[src/rtl/run_gen.sv]
// Run-length bit generator: emits N ones and a terminating zero, and
// tracks a Gray-coded 8-ones detector alongside the stream.
`timescale 1ns/1ps
module run_gen #(
  parameter int LEN_W = 8
) (
  input  logic             clk,
  input  logic             rst_n,
  input  logic             len_valid,
  input  logic [LEN_W-1:0] len_data,
  input  logic             abort,
  output logic             len_ready,
  output logic             out_bit,
  output logic             out_valid,
  output logic [2:0]       gray_state,
  output logic             exp_pulse,
  output logic             done,
  output logic [4:0]       run_pulses
);

  localparam logic [1:0] IDLE = 2'd0;
  localparam logic [1:0] ONES = 2'd1;
  localparam logic [1:0] ZERO = 2'd2;

  logic [1:0]       state_q, state_d;
  logic [LEN_W-1:0] cnt_q, cnt_d;
  logic [2:0]       gray_q, gray_d;
  logic [4:0]       pul_q, pul_d;
  logic             bit_q, bit_d;
  logic             vld_q, vld_d;
  logic             exp_q, exp_d;
  logic             done_q, done_d;
  logic             accept;

  function automatic logic [2:0] gray_inc(input logic [2:0] g);
    logic [2:0] b;
    b[2] = g[2];
    b[1] = b[2] ^ g[1];
    b[0] = b[1] ^ g[0];
    b = b + 3'd1;
    return b ^ (b >> 1);
  endfunction

  assign len_ready = (state_q == IDLE);
  assign accept    = len_valid & len_ready;

  always_comb begin
    state_d = state_q;
    cnt_d   = cnt_q;
    unique case (1'b1)
      (state_q == IDLE): begin
        if (accept) begin
          if (len_data != '0) begin
            state_d = ONES;
            cnt_d   = len_data;
          end else begin
            state_d = ZERO;
          end
        end
      end
      (state_q == ONES): begin
        cnt_d = cnt_q - 1'b1;
        if (abort || cnt_q == LEN_W'(1))
          state_d = ZERO;
      end
      (state_q == ZERO): begin
        state_d = IDLE;
        cnt_d   = '0;
      end
      default: begin
        state_d = IDLE;
        cnt_d   = '0;
      end
    endcase
  end

  // Detector advances on the bit currently on the output
  always_comb begin
    gray_d = gray_q;
    if (vld_q && bit_q)
      gray_d = gray_inc(gray_q);
    else if (vld_q)
      gray_d = 3'b000;
  end

  always_comb begin
    pul_d = pul_q;
    if (accept)
      pul_d = '0;
    else if (exp_q)
      pul_d = pul_q + 5'd1;
  end

  assign vld_d  = (state_d != IDLE);
  assign bit_d  = (state_d == ONES);
  assign done_d = (state_d == ZERO);
  assign exp_d  = bit_d & (gray_d == 3'b100);

  always_ff @(posedge clk or negedge rst_n) begin
    if (!rst_n) begin
      state_q <= IDLE;
      cnt_q   <= '0;
      gray_q  <= 3'b000;
      pul_q   <= '0;
      bit_q   <= 1'b0;
      vld_q   <= 1'b0;
      exp_q   <= 1'b0;
      done_q  <= 1'b0;
    end else begin
      state_q <= state_d;
      cnt_q   <= cnt_d;
      gray_q  <= gray_d;
      pul_q   <= pul_d;
      bit_q   <= bit_d;
      vld_q   <= vld_d;
      exp_q   <= exp_d;
      done_q  <= done_d;
    end
  end

  assign out_bit    = bit_q;
  assign out_valid  = vld_q;
  assign gray_state = gray_q;
  assign exp_pulse  = exp_q;
  assign done       = done_q;
  assign run_pulses = pul_q;

endmodule

[config.mk]
export PLATFORM = sky130hd
export DESIGN_NAME = run_gen
export DESIGN_NICKNAME = d
export VERILOG_FILES = /design/src/rtl/run_gen.sv
export SDC_FILE = /design/constraint.sdc
export NUM_CORES = 1
export LEC_CHECK = 0
export ABC_AREA = 1
export ABC_CLOCK_PERIOD_IN_PS = 1600
export CAP_MARGIN = 20
export CORE_ASPECT_RATIO = 1.4
export CORE_UTILIZATION = 45
export CTS_CLUSTER_DIAMETER = 30
export DETAILED_ROUTE_END_ITERATION = 16
export PLACE_DENSITY = 0.71
export SYNTH_ARGS = -nofsm -noshare
export SYNTH_HDL_FRONTEND = slang
export SYNTH_SLANG_ARGS = --single-unit
[constraint.sdc]
create_clock -name clk -period 1.6 [get_ports clk]
set_input_delay 0.32 -clock clk [delete_from_list [all_inputs] [get_ports clk]]
set_output_delay 0.32 -clock clk [all_outputs]
set_load 0.05 [all_outputs]
# Word level (Yosys, flattened, before mapping)
# Cells that the tools add are included.
[word_totals]
elab_cells = 41
regBits = 22
output_inout_bits = 13
[classes]
bitwise = 5
n_reduce_logical = 7
muxes = 11
eq_ne = 7
n_addsub = 3
[ops]
columns = ["cell", "n"]
rows = [
  ["$mux 8", 2],
  ["$pmux 8 s2", 1],
  ["$mux 5", 2],
  ["$eq 8x1->1 const B", 1],
  ["$reduce_bool 8->1", 1],
  ["$sub 8x1->8 const B", 1],
  ["$mux 2", 3],
  ["$mux 3", 2],
  ["$add 5x1->5 const B", 1],
  ["$eq 2x1->1 const B", 2],
  ["$ne 2x1->1 const B", 2],
  ["$pmux 2 s2", 1],
  ["$reduce_bool 2->1", 2],
  ["$add 3x1->3 const B", 1],
  ["$eq 3x3->1 const B", 1],
  ["$xor 3x2->3", 1],
  ["$and 1x1->1", 2],
  ["$eq 2x2->1 const B", 1],
  ["$logic_not 2->1", 1],
  ["$reduce_and 2->1", 1],
  ["$xor 1x1->1", 2],
  ["$logic_and 1x1->1", 1],
  ["$logic_or 1x1->1", 1],
]

# Longest topological paths before layout
# Gate-level depths: netlist of run 1.
[depth]
word_depth = 7
ltp_mapped = 9

# Least setup slack after synthesis of run 1
# OpenSTA, ideal clock, no wires.
[synth_timing]
path_kind = "register to register"
startpoint = "reg pul_q[0] (netlist: run_pulses[0])"
endpoint = "reg pul_q[4] (netlist: run_pulses[4])"
path_slack_ns = 0.226
period_less_slack_ns = 1.374
n_path_buf = 0
required_time_ns = 1.514
arrival_time_ns = 1.288
stages_incl_launch_ff = 6
path_cell_list = "dfrtp_1 -> ha_1 -> nand3_1 -> inv_1 -> a21oi_1 -> nor3_1"
[synth_between]
elab_chain_len = 3
[synth_lines]
columns = ["element", "line_no", "text"]
rows = [
  ["from (decl)", "28", "logic [4:0] pul_q, pul_d;"],
  ["from (signal assigned)", "113", "pul_q <= pul_d;"],
  ["$add 5x1->5", "91", "pul_d = pul_q + 5'd1;"],
  ["$mux 5", "90", "else if (exp_q)"],
  ["$mux 5", "88", "if (accept)"],
]
# Every way passes these cells. The select of a mux whose other input is x is not followed.
# A chain may end at the register's enable or synchronous reset.

# Worst setup path after layout of run 1
[layout_timing]
startpoint = "reg state_q[1]"
endpoint = "out len_ready"
[layout_between]
elab_chain_len = 1
[layout_lines]
columns = ["element", "line_no", "text"]
rows = [
  ["from (decl)", "25", "logic [1:0] state_q, state_d;"],
  ["from (signal assigned)", "110", "state_q <= state_d;"],
  ["$logic_not 2->1", "44", "assign len_ready = (state_q == IDLE);"],
  ["to (decl)", "12", "output logic len_ready,"],
]
# Every way passes these cells.

==> results of run 1 <==
[where the power goes]
part           leakage [nW]  internal, mW  switching [mW]
combinational         0.537         0.686            1.08
clock                0.0210         0.139           0.167
sequential            0.285         0.747           0.219
total                 0.843          1.57            1.47
[registers in the layout (all words and copies together), names as in the netlist]
signal,count
exp_pulse,1
out_valid,1
gray_state,3
run_pulses,5
done,1
out_bit,1
cnt_q,8
state_q,2
[area by class of cell]
| type | instances | share of cell area |
|---|---|---|
| well taps | 36 | 0.0270 |
| inverters | 23 | 0.0539 |
| multi-input cells | 117 | 0.367 |
| clock buffers | 4 | 0.0217 |
| flip-flops and latches | 22 | 0.330 |
| repair buffers | 26 | 0.201 |
[per-layer routing]
metal / up-vias / share of wire
met2: 31 / 0.56
met1: 538 / 0.38
met3: 5 / 0.037
li1: 578 / -
met5: - / 0
met4: 0 / 0.018
[critical path, stage by stage (launching register included)]
cell and delay (ns):
dfrtp_1 0.43, nor2_4 0.28, buf_12 0.18
[final timing paths]
path | cells past startpoint | slack, ns | startpoint | endpoint
worst max-delay path | 2 | 0.07 | state_q[1]$_DFF_PN0_ | len_ready
worst min-delay path | 2 | 0.34 | rst_n | out_valid$_DFF_PN0_
worst max register to register | 6 | 0.26 | state_q[1]$_DFF_PN0_ | cnt_q[0]$_DFFE_PN0P_
worst min register to register | 2 | 0.56 | cnt_q[6]$_DFFE_PN0P_ | cnt_q[6]$_DFFE_PN0P_
max in group asynchronous | 2 | 1.04 | rst_n | exp_pulse$_DFF_PN0_
min in group clk | 2 | 0.56 | cnt_q[6]$_DFFE_PN0P_ | cnt_q[6]$_DFFE_PN0P_
[cells in the final DEF, fill, tap and decap left out]
cell type / instances
a21oi_1: 5
a22oi_1: 1
a31oi_1: 1
and3_1: 1
buf_12: 9
buf_4: 6
clkbuf_4: 3
clkbuf_8: 1
clkdlybuf4s50_1: 11
clkinv_2: 1
dfrtp_1: 22
ha_1: 3
inv_1: 18
inv_2: 3
inv_4: 1
nand2_1: 37
nand2_2: 11
nand2_4: 1
nand3_1: 12
nand4_1: 2
nor2_1: 16
nor2_2: 2
nor2_4: 2
nor3_1: 3
o21a_1: 1
o21ai_0: 8
o21ai_1: 4
o21ai_2: 5
xnor2_1: 1
xor2_1: 1
[kinds of logic (layout without fill, tap and decap cells)]
group                    after synthesis  count (layout)
adder cells (fa/ha/maj)                3               3
XOR/XNOR                               2               2
AND/OR/NAND/NOR                       87              87
AO/OA/AOI/OAI                         25              25
flip-flops                            22              22
buffers and inverters                 25              53
[metrics by stage]
stage / worst slack [ns] / power (mW)
detailed placement: -0.00992 / 2.75
global placement: 0.0296 / 2.71
floorplan: 0.226 / 2.14
finish: 0.0671 / 3.04
CTS: 0.0795 / 3.05
global route: 0.0338 / 3.27
==> results.tsv, run 1 <==
metric	value	unit
FMAX	0.652	GHz
vias in the first global route	1077	
Bufs on Longest Clock Path	2	
synthesized flop and latch total	22	
dpl cell area	0.00163	sq mm
grt peak-use layer	met2	
initial antenna violation count	0	
largest net degree at the start of global routing	23	
layout cells sized above 1	0.234	
Simple-Gate Fraction of Synth Area	0.317	
Mapped Nets	179	
total track usage	0.210	
IO buf count	24	
met2 Use GR	0.377	
WP data arrival	1.21	ns
area leader, netlist	dfrtp_1	
hold crit path type	input port to async pin	
Synth Area in Compound Gates	0.117	
max cap viols	0	
Worst Max-Slew Pin Slew	0.337	ns
ANT nets after route	0	
Post-Syn Area	0.00128	sq mm
max-slew violations	0	
routed vias/inst	5.05	
most numerous cell in the Yosys netlist	nand2_1	
GRT met1 Usage	0.238	
CTS Buf Count	3	
width of the chip	47.2	um
top post-synthesis cells by count	nand2_1 (37), dfrtp_1 (22), inv_1 (18)	
fill cell count	249	
n_diodes	0	
vias after detailed routing	1152	
final hold slack	0.345	ns
Post-CTS Setup Bufs	0	
Synth Instances	164	
Req. time, crit path	1.28	ns
htree depth	1	
Synth Area in XOR/XNOR	0.0136	
crit end category	output pin	
largest vdd supply drop	1350	uV
clk root buf	clkbuf_4	
Die H	65.2	um
GP Congestion	0.904	
Placeable Area	0.00267	sq mm
final hold violation count	0	
Tmin final	1.53	ns
RSZ-0062 raised after global routing	no	
worst skew pair latency	0.31	ns
Yosys cell types	27	
DRC viols	0	
Final period util	0.958	
syn avg cell area	7.84	sq um
Nets	208	
area grow syn2layout	30.0	%
1st-iter DRT viols	33	
status	complete, no violations	
largest family of logic cells by synthesized area	simple AND/OR/NAND/NOR gates	
Post-synth EDFFs	0	
mux cell area share after synthesis	0	
drt first pass iters	4	
final wirelength	2650	um
DR WL/cell	11.6	um
Die ar.	0.00308	sq mm
top cell type's share of synthesized area	0.428	
YS warnings	0	
final core occ	0.626	
clk_skew	0.00307	ns
clk sinks	22	
dominant cells by area after synthesis	dfrtp_1 (43%), nand2_1 (11%), nand2_2 (5.4%)	
first-pass GRT wire length	4640	um
total gr overflow	0	
area of the multi-input gates	613	sq um
post-synthesis async set-or-reset flop share	1.00	
Final Non-Filler Cells	228	
CP max FO	8	
crit path kind	register to output pin	
Finish-stage setup viols	0	
pwr dens	1820	mW/mm^2
GRT met3 Usage	0.0220	
P_leak	0.843	nW
clk slew on worst S/H paths	0.11	ns
setup_tns	0	ns
Post-synth top flop	dfrtp_1	
hold_buf cts	0	
Ports	25	
dpl cells	224	
CTS tree	built	
Seq/Total Area, Yosys	0.428	
Starting Density	0.481	
FF/Latch Area	551	sq um
hpwl dp	2160	um
relative slew slack	0.775	
startpoint class of the critical path	register	
adder-cell area share of the yosys netlist	0.0292	
FP Rows	22	
post_cts resized	0	
final instance area	0.00167	sq mm
(Power assumes the default switching activity.)
==> run 2, diff against run 1 <==
--- a/config.mk
+++ b/config.mk
@@ -6,7 +6,6 @@
 export NUM_CORES = 1
 export LEC_CHECK = 0
 export ABC_AREA = 1
-export ABC_CLOCK_PERIOD_IN_PS = 1600
 export CAP_MARGIN = 20
 export CORE_ASPECT_RATIO = 1.4
 export CORE_UTILIZATION = 45
==> results of run 2 <==
No change in the layout: final DEF, timing and power equal those of run 1.
